`src/rtl/lav_pkg.sv`:
```
// Shared types and constants for the lavatory scheduler.
//
// Contents:
//   lav_state_t - 2-bit per-lavatory state (FREE, RESERVED, OCCUPIED, CLEANING)
//   LAV_F_ONLY  - index of the women-only lavatory
//   LAV_UNI0/1  - indices of the two unisex lavatories, in grant-priority order
//   NLAV        - number of lavatories
//
// The CLEANING encoding is only ever produced when LAV_CLEANING_EN is defined.
package lav_pkg;

   typedef enum logic [1:0] {
      LAV_FREE     = 2'b00,
      LAV_RESERVED = 2'b01,
      LAV_OCCUPIED = 2'b10,
      LAV_CLEANING = 2'b11
   } lav_state_t;

   localparam int LAV_F_ONLY = 0;
   localparam int LAV_UNI0   = 1;
   localparam int LAV_UNI1   = 2;
   localparam int NLAV       = 3;

endpackage

```
`src/rtl/lav_slot.sv`:
```
// Per-lavatory state machine with its reservation / cleaning timer.
//
// Ports:
//   clk_i      - clock
//   rst_ni     - asynchronous active-low reset
//   grant_i    - a reservation is being issued to this lavatory this cycle
//   occupied_i - door-lock sensor, already synchronous to clk_i
//   state_o    - current registered state
//
// Build option: LAV_CLEANING_EN inserts a CLEANING phase of CLEAN_CYCLES
// cycles between OCCUPIED and FREE; without it OCCUPIED returns straight to FREE.
module lav_slot
   import lav_pkg::*;
#(
   parameter int RESERVE_TIMEOUT = 16,
   parameter int CLEAN_CYCLES    = 8
) (
   input  logic       clk_i,
   input  logic       rst_ni,
   input  logic       grant_i,
   input  logic       occupied_i,
   output lav_state_t state_o
);

   // One timer serves both the reservation hold and the cleaning phase, so it
   // is sized for the longer of the two.
   localparam int TMAX = (RESERVE_TIMEOUT > CLEAN_CYCLES) ? RESERVE_TIMEOUT : CLEAN_CYCLES;
   localparam int TW   = (TMAX > 2) ? $clog2(TMAX) : 1;

   lav_state_t    state_q, state_d;
   logic [TW-1:0] timer_q, timer_d;

   always_ff @(posedge clk_i or negedge rst_ni) begin
      if (!rst_ni) begin
         state_q <= LAV_FREE;
         timer_q <= '0;
      end else begin
         state_q <= state_d;
         timer_q <= timer_d;
      end
   end

   // A grant wins over a simultaneous door lock in FREE: the lavatory is
   // RESERVED first and moves to OCCUPIED on the following edge.
   // The reservation expires on the edge where the timer already shows
   // RESERVE_TIMEOUT-1, i.e. RESERVE_TIMEOUT edges after the grant edge.
   always_comb begin
      state_d = state_q;
      timer_d = timer_q;
      unique case (state_q)
         LAV_FREE: begin
            if (grant_i) begin
               state_d = LAV_RESERVED;
               timer_d = '0;
            end else if (occupied_i) begin
               state_d = LAV_OCCUPIED;
            end
         end
         LAV_RESERVED: begin
            if (occupied_i) begin
               state_d = LAV_OCCUPIED;
            end else if (timer_q == TW'(RESERVE_TIMEOUT - 1)) begin
               state_d = LAV_FREE;
               timer_d = '0;
            end else begin
               timer_d = timer_q + TW'(1);
            end
         end
         LAV_OCCUPIED: begin
            if (!occupied_i) begin
`ifdef LAV_CLEANING_EN
               state_d = LAV_CLEANING;
               timer_d = '0;
`else
               state_d = LAV_FREE;
`endif
            end
         end
         LAV_CLEANING: begin
`ifdef LAV_CLEANING_EN
            if (timer_q == TW'(CLEAN_CYCLES - 1)) begin
               state_d = LAV_FREE;
               timer_d = '0;
            end else begin
               timer_d = timer_q + TW'(1);
            end
`else
            state_d = LAV_FREE;
`endif
         end
         default: state_d = LAV_FREE;
      endcase
   end

   assign state_o = state_q;

endmodule

```
`src/rtl/lavatory_scheduler.sv`:
```
// Allocator for three aircraft lavatories (0 women-only, 1 and 2 unisex).
// Keeps per-gender waiting counts, reserves free lavatories for waiting
// passengers and alternates women/men fairly on the unisex lavatories.
//
// Ports:
//   clk_2       - clock
//   reset_n     - asynchronous active-low reset
//   req_f/req_m - one-cycle pulse: a woman / man joins the queue
//   occupied    - door-lock sensors, bit i = lavatory i (synchronous)
//   grant_valid - one-cycle pulse: a reservation was issued
//   grant_f     - grant gender (1 = woman), valid with grant_valid
//   grant_lav   - granted lavatory index, valid with grant_valid
//   wait_f/m    - women / men waiting
//   free_f      - any lavatory FREE
//   free_m      - a unisex lavatory FREE
//   lav_state   - 2 bits per lavatory, lavatory i at [2i+1:2i]
//   overflow    - sticky: a request was dropped on a saturated counter
//
// Build option: LAV_CLEANING_EN enables the cleaning phase inside lav_slot.
module lavatory_scheduler
   import lav_pkg::*;
#(
   parameter int NQ              = 4,
   parameter int RESERVE_TIMEOUT = 16,
   parameter int CLEAN_CYCLES    = 8
) (
   input  logic              clk_2,
   input  logic              reset_n,
   input  logic              req_f,
   input  logic              req_m,
   input  logic [NLAV-1:0]   occupied,
   output logic              grant_valid,
   output logic              grant_f,
   output logic [1:0]        grant_lav,
   output logic [NQ-1:0]     wait_f,
   output logic [NQ-1:0]     wait_m,
   output logic              free_f,
   output logic              free_m,
   output logic [2*NLAV-1:0] lav_state,
   output logic              overflow
);

   lav_state_t      slot_state [NLAV];
   logic [NLAV-1:0] lav_free;
   logic [NLAV-1:0] slot_grant;

   logic [NQ-1:0] wait_f_q, wait_f_d;
   logic [NQ-1:0] wait_m_q, wait_m_d;
   logic          rr_f_q, rr_f_d;
   logic          overflow_q, overflow_d;
   logic          grant_valid_q, grant_f_q;
   logic [1:0]    grant_lav_q;

   logic       gnt_any, gnt_f, gnt_uni;
   logic [1:0] gnt_lav;
   logic       f_nz, m_nz, f_gnt, m_gnt;

   for (genvar i = 0; i < NLAV; i++) begin : g_slot
      lav_slot #(
         .RESERVE_TIMEOUT(RESERVE_TIMEOUT),
         .CLEAN_CYCLES   (CLEAN_CYCLES)
      ) u_slot (
         .clk_i     (clk_2),
         .rst_ni    (reset_n),
         .grant_i   (slot_grant[i]),
         .occupied_i(occupied[i]),
         .state_o   (slot_state[i])
      );
      assign lav_free[i]         = (slot_state[i] == LAV_FREE);
      assign slot_grant[i]       = gnt_any && (gnt_lav == 2'(i));
      assign lav_state[2*i +: 2] = slot_state[i];
   end

   // Grant selection looks only at registered queue and slot state. Women get
   // first call on lavatory 0; otherwise the lowest free unisex lavatory goes
   // to whichever queue is non-empty, round-robin when both are.
   always_comb begin
      f_nz    = (wait_f_q != '0);
      m_nz    = (wait_m_q != '0);
      gnt_any = 1'b0;
      gnt_f   = 1'b0;
      gnt_uni = 1'b0;
      gnt_lav = 2'(LAV_F_ONLY);
      if (f_nz && lav_free[LAV_F_ONLY]) begin
         gnt_any = 1'b1;
         gnt_f   = 1'b1;
      end else if (lav_free[LAV_UNI0] || lav_free[LAV_UNI1]) begin
         gnt_lav = lav_free[LAV_UNI0] ? 2'(LAV_UNI0) : 2'(LAV_UNI1);
         gnt_any = f_nz || m_nz;
         gnt_uni = gnt_any;
         gnt_f   = (f_nz && m_nz) ? rr_f_q : f_nz;
      end
   end

   // Queue counters: a request and a grant in the same cycle cancel. A
   // saturated counter drops a lone request and raises the sticky overflow.
   always_comb begin
      f_gnt    = gnt_any && gnt_f;
      m_gnt    = gnt_any && !gnt_f;
      wait_f_d = wait_f_q;
      wait_m_d = wait_m_q;
      if (req_f && !f_gnt && !(&wait_f_q)) wait_f_d = wait_f_q + NQ'(1);
      else if (!req_f && f_gnt)            wait_f_d = wait_f_q - NQ'(1);
      if (req_m && !m_gnt && !(&wait_m_q)) wait_m_d = wait_m_q + NQ'(1);
      else if (!req_m && m_gnt)            wait_m_d = wait_m_q - NQ'(1);
      overflow_d = overflow_q
                 | (req_f && !f_gnt && (&wait_f_q))
                 | (req_m && !m_gnt && (&wait_m_q));
      rr_f_d = gnt_uni ? !rr_f_q : rr_f_q;
   end

   // rr_f_q = 1 means women have the next turn on a contested unisex grant.
   always_ff @(posedge clk_2 or negedge reset_n) begin
      if (!reset_n) begin
         wait_f_q      <= '0;
         wait_m_q      <= '0;
         rr_f_q        <= 1'b1;
         overflow_q    <= 1'b0;
         grant_valid_q <= 1'b0;
         grant_f_q     <= 1'b0;
         grant_lav_q   <= '0;
      end else begin
         wait_f_q      <= wait_f_d;
         wait_m_q      <= wait_m_d;
         rr_f_q        <= rr_f_d;
         overflow_q    <= overflow_d;
         grant_valid_q <= gnt_any;
         grant_f_q     <= gnt_any ? gnt_f : 1'b0;
         grant_lav_q   <= gnt_any ? gnt_lav : 2'd0;
      end
   end

   assign grant_valid = grant_valid_q;
   assign grant_f     = grant_f_q;
   assign grant_lav   = grant_lav_q;
   assign wait_f      = wait_f_q;
   assign wait_m      = wait_m_q;
   assign overflow    = overflow_q;
   assign free_f      = |lav_free;
   assign free_m      = lav_free[LAV_UNI0] | lav_free[LAV_UNI1];

endmodule
```
`config.mk`:
```
export PLATFORM = sky130hd
export DESIGN_NAME = lavatory_scheduler
export DESIGN_NICKNAME = d
export VERILOG_FILES = /design/src/rtl/lav_pkg.sv /design/src/rtl/lav_slot.sv /design/src/rtl/lavatory_scheduler.sv
export SDC_FILE = /design/constraint.sdc
export NUM_CORES = 1
export LEC_CHECK = 0
export ABC_AREA = 1
export CORE_ASPECT_RATIO = 1.4
export CORE_UTILIZATION = 48
export DETAILED_ROUTE_END_ITERATION = 12
export PLACE_DENSITY = 0.74
export SETUP_SLACK_MARGIN = 0.3
export SLEW_MARGIN = 20
export SYNTH_ARGS = -nofsm -noshare
export SYNTH_HDL_FRONTEND = slang
export SYNTH_SLANG_ARGS = --single-unit
```
`constraint.sdc`:
```
create_clock -name clk_2 -period 3.77 [get_ports clk_2]
set_input_delay 0.754 -clock clk_2 [delete_from_list [all_inputs] [get_ports clk_2]]
set_output_delay 0.754 -clock clk_2 [all_outputs]
set_load 0.01 [all_outputs]
```
==> results of run 1 <==
## synth_stat cells (4+ instances only)
master   count  area share, %
nand4_1      4            1.4
ha_1         7            4.7
inv_1       26            5.3
nand2_1     55             11
o21ai_0      8            2.2
a31oi_1      4            1.4
nand3_1     14            3.8
dfrtp_1     31             42
o21ai_1      4            1.1
xor2_1       4            1.9
nor2_1      15            3.0
nand2_4      7            4.3
nand2_2      8            2.7
## how the worst min path moves through the flow
stage	endpoint	from	depth (start not counted)
2_1_floorplan	g_slot[0].u_slot.state_o[0]$_DFFE_PN0P_	reset_n	0
3_3_place_gp	g_slot[2].u_slot.timer_q[3]$_DFFE_PN0P_	g_slot[2].u_slot.timer_q[3]$_DFFE_PN0P_	2
3_5_place_dp	g_slot[2].u_slot.timer_q[3]$_DFFE_PN0P_	g_slot[2].u_slot.timer_q[3]$_DFFE_PN0P_	2
4_1_cts	g_slot[2].u_slot.timer_q[3]$_DFFE_PN0P_	g_slot[2].u_slot.timer_q[3]$_DFFE_PN0P_	2
5_1_grt	g_slot[2].u_slot.timer_q[3]$_DFFE_PN0P_	g_slot[2].u_slot.timer_q[3]$_DFFE_PN0P_	2
6_report	g_slot[2].u_slot.timer_q[3]$_DFFE_PN0P_	g_slot[2].u_slot.timer_q[3]$_DFFE_PN0P_	2
## flip-flops by register name (all words and copies together) (netlist names)
| signal | flops |
|---|---|
| g_slot.u_slot.timer_q | 12 |
| g_slot.u_slot.state_o | 6 |
| wait_f | 4 |
| wait_m | 4 |
| grant_lav | 2 |
| grant_f | 1 |
| grant_valid | 1 |
| overflow | 1 |
| rr_f_q | 1 |
## metrics by stage
| step | instance area, µm² | setup WS [ns] |
|---|---|---|
| 3_5_place_dp | 2180 | 1.22 |
| 3_3_place_gp | 2180 | 1.27 |
| 6_report | 2270 | 1.22 |
| 5_1_grt | 2270 | 1.16 |
| 2_1_floorplan | 1850 | 1.64 |
| 4_1_cts | 2270 | 1.21 |
## kinds of logic after synthesis
logic type	Yosys count	share of synthesized area, %
simple gates	115	32.2
flops	32	43.4
compound gates	27	9.89
buf+inv	28	5.69
xor+xnor	4	1.90
fa+ha+maj	9	6.91
## per-layer routing
layer | up-vias | routed length, µm | share of wire (%)
met5 | - | 0 | 0
met4 | 0 | 65 | 2.0
met3 | 6 | 106 | 3.2
met2 | 25 | 1630 | 50
met1 | 693 | 1470 | 45
li1 | 776 | - | -
## layout make-up
cell class	instances	share of cell area (%)
clock buffer	6	3.64
timing repair buffer	28	12.2
inverter	28	4.63
clock inverter	2	0.441
tap	42	2.31
multi-input combinational	155	41.4
sequential	32	35.3
## worst max-delay path, stage by stage (launching register included)
cell	delay [ns]
dfrtp_1	0.48
inv_2	0.09
nand2_4	0.11
nand2_4	0.09
or2_2	0.27
clkdlybuf4s50_1	0.48
## placed cells by master, fill, tap and decap left out, drive strengths merged
master,synthesis,routed
nor2,17,17
inv,28,28
nand2,70,70
nor3b,2,2
a211oi,1,1
or2,1,1
o211ai,2,2
o21bai,1,1
nand3,17,17
a22oi,1,1
dfstp,1,1
o32ai,1,1
nand3b,2,2
fa,2,2
nor3,2,2
a31o,2,2
buf,0,1
a31oi,4,4
xor2,4,4
clkdlybuf4s50,0,27
o31ai,1,1
clkinv,0,2
nand4,4,4
o21ai,12,12
ha,7,7
clkbuf,0,6
dfrtp,31,31
o21a,2,2
## power by group through the flow
stage | Combinational [mW] | Clock, mW | Sequential, mW
final | 1.25 | 0.272 | 0.614
after global routing | 1.42 | 0.300 | 0.637
after CTS | 1.26 | 0.283 | 0.615
after detailed placement | 1.26 | 0 | 0.621
after global placement | 1.23 | 0 | 0.617
after floorplan | 0.858 | 0 | 0.638
==> impl_results.md, run 1 <==
- Outcome: finished, final reports clean
- Startpoint of the most critical register-to-register path: wait_f[0]$_DFFE_PN0P_
- Area occupied by multi-input gates: 941 µm²
- Power per Cell Area: 939 mW/mm²
- Number of post-CTS setup repair buffers: 0
- Highest Clock Rate: 0.392 GHz
- Final hold vios: 0
- Number of core rows: 26
- Non-filler cells, final: 293
- Unrepaired setup endpoints after global routing: false
- Antenna violations before repair: 0
- Global route hottest layer: met2
- Gr usage total: 19.3%
- Die height: 75.4 µm
- Cell-internal power: 1.17 mW
- Clock sink count: 32
- Worst-Margin Slew: 0.417 ns
- Global-route wire length before repair: 5580 µm
- Post-CTS resize count: 0
- Post-synthesis cell count: 215
- Clock skew: 0.00691 ns
- Worst slew slack as a fraction of its limit: 72.2%
- Leakage power: 1.13 nW
- Reg-to-reg setup timing slack: 1.47 ns
- Share of cells above drive strength 1: 14.3%
- Placeable core region: 0.00368 mm²
- I/O pins: 28
- Crit path launch type: flip-flop
- Sum Neg Setup Slack: 0 ns
- Number of warning messages in the yosys log: 0
- Total overflow reported by the global router: 0
- Syn_nets: 231
- Number of unique standard cell types used by synthesis: 32
- Sequential-to-total area share from yosys stat: 43.4%
- Post-synthesis instance area: 0.00185 mm²
- H-tree depth reported by CTS: 2
- Seq pwr share: 28.8%
- Total count of max-transition violations in the final report: 0
- Crit-path max FO: 7
- Maximum number of pins on one net before global-route repair: 33
- Clock latency at the later pin of the worst-skew pair: 0.29 ns
- First element of the critical path: g_slot[1].u_slot.state_o[1]$_DFFE_PN0P_
- Data arrival at the endpoint of the critical path: 1.80 ns
- Worst Hold Margin: 0.494 ns
- Cell Count Post-Placement: 285
- Inserted Diodes: 0
- Via density: 5.12
- CP Capture Point: free_f
- Number of DRC violations after detailed-routing iteration 0: 38
- Number of flip-flops and latches in the synthesized netlist: 32
- Count of TritonRoute iterations in the first routing pass: 4
- Post-DRT Antenna Nets: 0
- Placer's final routability congestion estimate: 0.797
- Kind of end point of the critical path: output port
- Part of the total power dissipated in the clock network: 12.7%
- Total via count after detailed routing: 1500
- Post-detailed-route DRC marker count: 0
- Routed length per instance: 11.2 µm
- HPWL reported at the end of detailed placement: 2410 µm
- Switching share of power: 45.4%
- Share of the cycle needed by the critical path after routing: 67.7%
- Nets: 266
- Power share of the combinational group: 58.5%
- Met2 global-route usage: 32.4%
- Hold WC Path Type: flip-flop to flip-flop
- Crit Path Category: flip-flop to output port
- Aggregate routed wire length: 3280 µm
- CTS tree: yes
- Met3 Resource Use GR: 6.19%
- Worst-case vdd ir drop: 0.000653 V
- Fill cell instance count of the final layout: 320
- Met1 Resource Use GR: 21.7%
- Area of the die: 0.00411 mm²
- Number of global-route vias before repair: 1342
- Number of port buffers: 27
- Area growth from synthesis to layout: 22.9%
- CTS clock-pin slew for the worst setup and hold paths: 0.06 ns
- Average size of a mapped cell: 8.60 µm²
- Bufs on Longest Clock Path: 2
- Sequential Area: 802 µm²
- Final core occ: 61.8%
- Die extent in x: 54.4 µm
- Number of clock buffers inserted by TritonCTS: 5
- Worst Path Required: 3.02 ns
- CTS Root Cell: clkbuf_8
- Proportion of register bits with asynchronous set or reset after synthesis: 100%
- Worst R2R Path Depth: 15
- Power after layout: 2.13 mW
- Starting density of the core: 50.3%
- Count of hold buffers inserted by post-cts repair: 0
- Reported net switching power: 0.968 mW
- Number of failing setup endpoints in the final timing report: 0
- Number of synthesized flops with an enable pin: 0
- Max-cap check violation count: 0
- Worst R2R End: wait_f[3]$_DFFE_PN0P_
- Post-layout min period: 2.55 ns
- Synth Flop Type: dfrtp_1
No activity file was read; power rests on OpenSTA's default activity.
==> run 2, diff against run 1 <==
- clock period: 3.77 -> 2.5 ns (I/O delays scaled with it)
==> run 2 against run 1 <==
Global-route usage up 0.71 points. Combinational power rose by 80%. Critical path depth grew 11. Via count rose by 4.4%. Utilization grew 4.3 points. Hold slack gained 0.016 ns. Routed wire length rose by 15%. Clock-buffer cell count increased by 2. Non-clock buffer count increased by 13. First-iteration DRC count fell by 16%.
==> impl_results.md, run 2 (synthesized netlist as in run 1, its figures left out) <==
- Power per Cell Area: 1470 mW/mm² (+57%)
- Post-DRT Antenna Nets: 0 (unchanged)
- CTS clock-pin slew for the worst setup and hold paths: 0.07 ns (about the same)
- Die height: 75.4 µm (unchanged)
- Placer's final routability congestion estimate: 0.751 (-5.8%)
- H-tree depth reported by CTS: 2 (unchanged)
- Start point of the worst min-delay path: rr_f_q$_DFFE_PN1P_
- Maximum number of pins on one net before global-route repair: 33 (unchanged)
- Max reg flops: 12 (unchanged)
- Startpoint of the most critical register-to-register path: g_slot[1].u_slot.state_o[0]$_DFFE_PN0P_
- Count of hold buffers inserted by post-cts repair: 0 (unchanged)
- Kind of end point of the critical path: flip-flop
- Worst slew slack as a fraction of its limit: 72.7% (+0.46 points)
- Starting density of the core: 50.3% (unchanged)
- Slowest stage delay, CP: 0.41 ns (-0.07 ns)
- Crit-path max FO: 5 (-2)
- Seq pwr share: 25.4% (-3.4 points)
- Number of global-route vias before repair: 1385 (+3.2%)
- Worst Hold Margin: 0.510 ns (+0.0155 ns)
- Routed length per instance: 12.3 µm (+10%)
- Crit path buffers/inverters: 2 (unchanged)
- Bufs on Longest Clock Path: 2 (unchanged)
- Unrepaired setup endpoints after global routing: true
- Power after layout: 3.57 mW (+67%)
- HPWL reported at the end of detailed placement: 2520 µm (+4.6%)
- Power share of the combinational group: 63.1% (+4.6 points)
- Area growth from synthesis to layout: 31.3%
- Top register by number of flip-flops: g_slot.u_slot.timer_q
- Post-layout min period: 2.11 ns
- Worst-Margin Slew: 0.410 ns (-0.00686 ns)
- Die extent in x: 54.4 µm (unchanged)
- Final hold vios: 0 (unchanged)
- Top Family by Delay on Critical Path: simple AND/OR/NAND/NOR gates
- Sink of the worst hold path: rr_f_q$_DFFE_PN1P_
- Number of clock buffers inserted by TritonCTS: 5 (unchanged)
- Worst-path cell chain: inv_1, nand2_4, nand2_4, nand2_2, nand2_4, nand3_1, nand3_4, ha_4, nand2_1, nand2_1, a31oi_2, inv_1, nand2_1, nand2_1, nand2_1, nand2_1
- Number of core rows: 26 (unchanged)
- Leakage power: 1.19 nW (+5.7%)
- Share of cells above drive strength 1: 21.6% (+7.2 points)
- Cell-internal power: 1.97 mW (+69%)
- Count of TritonRoute iterations in the first routing pass: 4 (unchanged)
- Total overflow reported by the global router: 0 (unchanged)
- Worst Path Required: 2.68 ns (-0.34 ns)
- Total count of max-transition violations in the final report: 0 (unchanged)
- Worst R2R End: wait_m[3]$_DFFE_PN0P_
- CTS tree: yes
- Switching share of power: 44.9% (-0.48 points)
- CTS Root Cell: clkbuf_8
- Crit path launch type: flip-flop
- Worst-case vdd ir drop: 0.000937 V (+44%)
- Via density: 5.12 (about the same)
- Cell Count Post-Placement: 287 (+0.70%)
- Clock sink count: 32 (unchanged)
- Global-route wire length before repair: 5890 µm (+5.4%)
- Max-cap check violation count: 0 (unchanged)
- Clock skew: 0.00549 ns (-0.00142 ns)
- Placeable core region: 0.00368 mm² (unchanged)
- Crit Path Category: flip-flop to flip-flop
- Total via count after detailed routing: 1566 (+4.4%)
- Post-detailed-route DRC marker count: 0 (unchanged)
- Hold WC Path Type: flip-flop to flip-flop
- Top cell by count, worst path: nand2_1
- Cell depth of the worst hold path: 2 (unchanged)
- Antenna violations before repair: 0 (unchanged)
- Reg-to-reg setup timing slack: 0.39 ns (-1.08 ns)
- Inserted Diodes: 0 (unchanged)
- Sum Neg Setup Slack: 0 ns (unchanged)
- Highest Clock Rate: 0.473 GHz
- Fill cell instance count of the final layout: 315 (-1.6%)
- Master of the slowest instance on the critical path: dfrtp_1
- Gr usage total: 20.0% (+0.71 points)
- Number of port buffers: 27 (unchanged)
- Final core occ: 66.0% (+4.3 points)
- Most common library cell in the layout ignoring fill and taps: nand2_1
- Area of the die: 0.00411 mm² (unchanged)
- Non-filler cells, final: 306 (+4.4%)
- Worst R2R Path Depth: 16 (+1)
- Part of the total power dissipated in the clock network: 11.6% (-1.1 points)
- I/O pins: 28 (unchanged)
- Most frequent cells in the layout: 55 x nand2_1, 26 x dfrtp_1, 26 x clkdlybuf4s50_1, 25 x inv_1
- Clock latency at the later pin of the worst-skew pair: 0.29 ns (about the same)
- Share of the cycle needed by the critical path after routing: 84.5%
- Reported net switching power: 1.60 mW (+66%)
- Number of DRC violations after detailed-routing iteration 0: 32 (-16%)
- Aggregate routed wire length: 3770 µm (+15%)
- Outcome: finished, final reports clean
- Number of failing setup endpoints in the final timing report: 0 (unchanged)
- Data arrival at the endpoint of the critical path: 2.29 ns (+0.49 ns)
- Nets: 279 (+4.9%)
run 2: cell count changes in the layout (fill, tap and decap cells not counted), moves of 3 or more:
cell and change:
buf_4 +13, dfrtp_1 -5, dfrtp_2 +5, nand2_2 -3
nand2_4 +3
run 2: how the worst max path moves through the flow:
stage / start / to / slack, ns / cells after the start
after floorplan: wait_f[0]$_DFFE_PN0P_ / wait_f[3]$_DFFE_PN0P_ / 0.37 / 15
after CTS: wait_f[1]$_DFFE_PN0P_ / wait_f[3]$_DFFE_PN0P_ / 0.26 / 15
after global placement: req_m / wait_m[3]$_DFFE_PN0P_ / 0.26 / 11
after detailed placement: req_f / wait_f[3]$_DFFE_PN0P_ / 0.19 / 13
final: g_slot[1].u_slot.state_o[0]$_DFFE_PN0P_ / wait_m[3]$_DFFE_PN0P_ / 0.39 / 16
after global routing: wait_m[1]$_DFFE_PN0P_ / wait_f[3]$_DFFE_PN0P_ / 0.24 / 16
run 2: worst min-delay path, stage by stage (launching register included):
cell	delay, ns
dfstp_2	0.36
inv_1	0.08
xor2_1	0.07
run 2: layout make-up:
type | instances | area [µm²] | share of cell area (%)
Multi-Input combinational cell | 155 | 997 | 41.1
Sequential cell | 32 | 808 | 33.3
Timing Repair Buffer | 41 | 374 | 15.4
Inverter | 28 | 105 | 4.33
Clock buffer | 8 | 90.1 | 3.71
Tap cell | 42 | 52.6 | 2.16
run 2: repair_timing:
action                                 4_1_cts  5_1_grt
setup endpoints to repair                    3        2
endpoints found under the hold margin        0        0
pin swaps                                    0        2
resized for setup                            5       12
setup buffers                                1       10
cloned                                       0        0
run 2: per-stage QoR:
stage | cell area, µm² | worst slack, ns
2_1_floorplan | 1850 | 0.372
3_3_place_gp | 2190 | 0.262
3_5_place_dp | 2190 | 0.187
4_1_cts | 2310 | 0.259
5_1_grt | 2430 | 0.239
6_report | 2430 | 0.388
run 2: power by group through the flow:
stage	Combinational (mW)	Sequential, mW	Clock, mW
floorplan	1.29	0.962	0
global placement	1.91	0.907	0
detailed placement	1.96	0.906	0
CTS	2.01	0.898	0.426
global route	2.49	0.935	0.450
finish	2.25	0.906	0.413
run 2: metal layers:
| layer | vias up | GRT usage (%) | wire length [µm] |
|---|---|---|---|
| li1 | 804 | - | - |
| met1 | 732 | 24.0 | 1680 |
| met2 | 23 | 32.7 | 1910 |
| met3 | 7 | 4.79 | 101 |
| met4 | 0 | 10.3 | 79 |
| met5 | - | 0 | 0 |
==> patch 1 (settings of run 1) <==
`RESERVE_TIMEOUT` is set to 16 in 2 places; all go to 8.
--- a/src/rtl/lav_slot.sv
+++ b/src/rtl/lav_slot.sv
@@ -13,5 +13,5 @@
    import lav_pkg::*;
 #(
-   parameter int RESERVE_TIMEOUT = 16,
+   parameter int RESERVE_TIMEOUT = 8,
    parameter int CLEAN_CYCLES    = 8
 ) (
--- a/src/rtl/lavatory_scheduler.sv
+++ b/src/rtl/lavatory_scheduler.sv
@@ -22,5 +22,5 @@
 #(
    parameter int NQ              = 4,
-   parameter int RESERVE_TIMEOUT = 16,
+   parameter int RESERVE_TIMEOUT = 8,
    parameter int CLEAN_CYCLES    = 8
 ) (
Function: no difference found for any inputs over 4 cycles, from zero or initial values and one cycle with reset_n low; that may be too few to reach the edited logic, so the function may still have changed.
==> patch 1 against run 1 <==
  * Fmax increased by 3.4%
  * Clock power decreased by 12%
  * Wire length decreased by 8.3%
  * Total power decreased by 4.8%
  * Worst hold slack got worse by 0.012 ns
  * Area after synthesis decreased by 8.7%
  * Largest cell class unchanged
  * Setup slack improved by 0.084 ns
  * Highest routed layer unchanged
  * Core utilization about the same
  * Sequential cell count decreased by 3
  * Final area decreased by 8.2%
==> patch 1: results <==
run_status:
  status: "finished clean"
worst_setup_path:
  rr_endpoint: "wait_m[3]$_DFFE_PN0P_"
  critical_path.max_fanout: 5
  slowest_stage: "clkdlybuf4s50_1"
  r2r-start: "g_slot[0].u_slot.state_o[0]$_DFFE_PN0P_"
  r2r_slack_ns: 1.55
  reg2reg_depth: 13
routing:
  vias: 1324
  wirelength_um: 3010
  drt_iter0_drc: 19
  viasPerCell: 5.09
synth:
  syn_nets: 204
  yosysSeqAreaShare_pct: 43.1
  synth_common_cells: "46 x nand2_1, 28 x dfrtp_1, 20 x inv_1"
  syn_area_per_cell_um2: 9.12
  synthTopCellsByArea: "dfrtp_1 42%, nand2_1 10%, ha_1 7.4%"
sta:
  fin_ws_ns: 1.30
  fin_skew_ns: 0.00451
  holdWs_ns: 0.483
final_layout:
  layout-drive-gt1-share_pct: 16.8
  fillers: 297
  finalNetCount: 238
power_and_ir_drop:
  clock_power_uw: 240
  power.internal_uw: 1110
  seq_power_share_pct: 28.2
  p_leak_uw: 0.00105
clock_tree:
  clk_latency_ns: 0.27
global_routing:
  grt_use_total_pct: 20.3
  grt_max_degree: 30
placement:
  dp_hpwl_um: 2240
  place_inst: 252
  place_ws_ns: 1.21
hold_path:
  hold_end: "g_slot[1].u_slot.timer_q[2]$_DFFE_PN0P_"
## patch 1: cells by family after synthesis
| kind of cell | Yosys count | synth area share, % |
|---|---|---|
| AND/OR/NAND/NOR | 98 | 31.8 |
| flip-flops | 29 | 43.1 |
| buffers and inverters | 25 | 6.01 |
| AO/OA/AOI/OAI | 17 | 7.27 |
| adder cells (fa/ha/maj) | 12 | 9.79 |
| XOR/XNOR | 4 | 2.08 |
## patch 1: per-stage QoR
step	cell area [um2]	util [%]	total power (uW)
CTS	2090	61.7	2060
finish	2090	61.7	2030
detailed placement	2000	59.3	1810
floorplan	1690	-	1440
global route	2090	61.7	2260
global placement	2000	59.3	1770
## patch 1: layout make-up
type	instances	share of cell area, %
tap	40	2.40
clock buffer	6	3.48
multi-input combinational	131	41.2
clock inverter	2	0.480
inverter	24	4.32
timing repair buffer	28	13.3
sequential	29	34.9
## patch 1: metal layers
metal / routed length (um) / GRT usage, %
met5: 0 / 0
met4: 76 / 10.8
met3: 100 / 4.40
met2: 1520 / 34.9
met1: 1300 / 22.7
==> patch 2 (flow settings as in run 1) <==
Without the edit above. Make the reset (`reset_n` and `rst_ni`) synchronous in 2 clocked blocks. Comments in the files are not updated.
--- a/src/rtl/lav_slot.sv
+++ b/src/rtl/lav_slot.sv
@@ -31,5 +31,5 @@
    logic [TW-1:0] timer_q, timer_d;
 
-   always_ff @(posedge clk_i or negedge rst_ni) begin
+   always_ff @(posedge clk_i) begin
       if (!rst_ni) begin
          state_q <= LAV_FREE;
--- a/src/rtl/lavatory_scheduler.sv
+++ b/src/rtl/lavatory_scheduler.sv
@@ -111,5 +111,5 @@
 
    // rr_f_q = 1 means women have the next turn on a contested unisex grant.
-   always_ff @(posedge clk_2 or negedge reset_n) begin
+   always_ff @(posedge clk_2) begin
       if (!reset_n) begin
          wait_f_q      <= '0;
Formal check against the unedited RTL: differs if reset_n is asserted again (counterexample within 4 cycles, from zero or initial values and one cycle with reset_n low); with reset_n held inactive, the same outputs for 4 cycles.
==> patch 2 against run 1 <==
  * Setup slack gained 0.089 ns
  * Clock skew shrank 0.0018 ns
  * Wire length rose by 3.3%
  * Area after synthesis fell by 4.5%
  * Non-clock buffer count down 1
  * Die area is 4.3% lower
  * Total power fell by 5.4%
  * Sequential cell count stayed put
  * Final area down 3.1%
  * First-iteration DRC count is 39% lower
  * Clock power up 35%
  * Sequential power fell by 12%
  * Critical path type unchanged
  * Largest cell class unchanged
==> patch 2: results <==
power_and_ir_drop:
  peakVddDrop_uv: 601
  p_leak_uw: 0.00101
global_routing:
  grt_pass1_vias: 1415
  grt_pass1_wl_um: 5800
  grt_use_total_pct: 19.9
placement:
  place_inst: 303
  place_ws_ns: 1.23
  dp_hpwl_um: 2460
  dpl_cell_area_mm2: 0.00207
clock_tree:
  cts-root-buf: "clkbuf_8"
final_layout:
  finalNetCount: 286
  fin_cells: 311
  fillers: 319
synth:
  synthArstFlopShare_pct: 0
  synth-main-ff-cell: "dfxtp_1"
  syn_nets: 255
  synthTopCellsByArea: "dfxtp_1 36%, nand2_1 8.5%, nor2_1 6.8%"
  synth_cell_type_count: 28
  synth_common_cells: "40 x nand2_1, 32 x dfxtp_1, 32 x nor2_1"
  synthCells: 239
hold_path:
  worst_hold_path_type: "reg -> reg"
routing:
  vias: 1588
  post_drt_wl_per_cell_um: 10.9
worst_setup_path:
  crit_arrival_ns: 1.71
  slowest_stage: "clkdlybuf4s50_1"
  critical_path.max_fanout: 5
run_status:
  status: "finished clean"
sta:
  fin_skew_ns: 0.00512
  slew-limit-headroom_pct: 58.1
patch 2: changes by cell type in the layout (fill, tap and decap cells not counted), moves of 3 or more:
cell and delta:
a21oi_1 +20, dfrtp_1 -31, dfxtp_1 +32, inv_2 +5
nand2_1 -15, nand3_1 +7, nand3_2 +3, nor2_1 +17
patch 2: per-layer routing:
| metal | share of wire (%) | vias to the layer above | GRT usage (%) |
|---|---|---|---|
| met5 | 0 | - | 0 |
| met4 | 1.6 | 0 | 7.89 |
| met3 | 3.1 | 5 | 5.59 |
| met2 | 49 | 27 | 33.5 |
| met1 | 47 | 713 | 23.0 |
| li1 | - | 843 | - |
patch 2: worst reg2reg max path, delay by kind of cell (launching register included):
family,cells,cell delay (ns)
adder cells (fa/ha/maj),1,0.36
AO/OA/AOI/OAI,1,0.19
buffers and inverters,2,0.13
flip-flops,1,0.38
AND/OR/NAND/NOR,11,1.03
patch 2: path summary, 6_finish.rpt:
path	startpoint	endpoint	slack, ns	cells after the start
max reg2reg	wait_f[0]$_SDFFE_PN0P_	wait_f[3]$_SDFFE_PN0P_	1.56	15
min	rr_f_q$_SDFFE_PN1P_	rr_f_q$_SDFFE_PN1P_	0.48	2
min reg2reg	rr_f_q$_SDFFE_PN1P_	rr_f_q$_SDFFE_PN1P_	0.48	2
max	g_slot[2].u_slot.state_o[1]$_SDFFE_PN0P_	free_f	1.31	5
patch 2: power breakdown:
part | switching, uW | internal, uW
logic | 654 | 456
registers | 101 | 438
clock network | 135 | 233
total | 889 | 1130
patch 2: area by class of cell:
cell class / count / area share (%)
clock buffer: 7 / 4.38
clock inverter: 1 / 1.36
inverter: 31 / 5.29
multi-input combinational: 173 / 45.3
sequential: 32 / 29.1
tap: 40 / 2.27
timing repair buffer: 27 / 12.3
patch 2: logic make-up (layout without fill, tap and decap cells):
| group | count (synthesis) | in the layout | synth area share (%) |
|---|---|---|---|
| AOI/OAI and AO/OA | 40 | 40 | 12.4 |
| xor gates and xnor gates | 4 | 4 | 1.98 |
| adders and majority gates | 9 | 9 | 7.23 |
| buffers and inverters | 34 | 66 | 7.23 |
| DFF | 32 | 32 | 36.3 |
| and+or+nand+nor | 120 | 120 | 34.9 |
patch 2: per-stage QoR:
| stage | power (uW) | util [%] |
|---|---|---|
| floorplan | 1360 | - |
| global placement | 1650 | 60.3 |
| detailed placement | 1660 | 60.3 |
| CTS | 2040 | 64.0 |
| global route | 2190 | 64.0 |
| finish | 2020 | 64.0 |
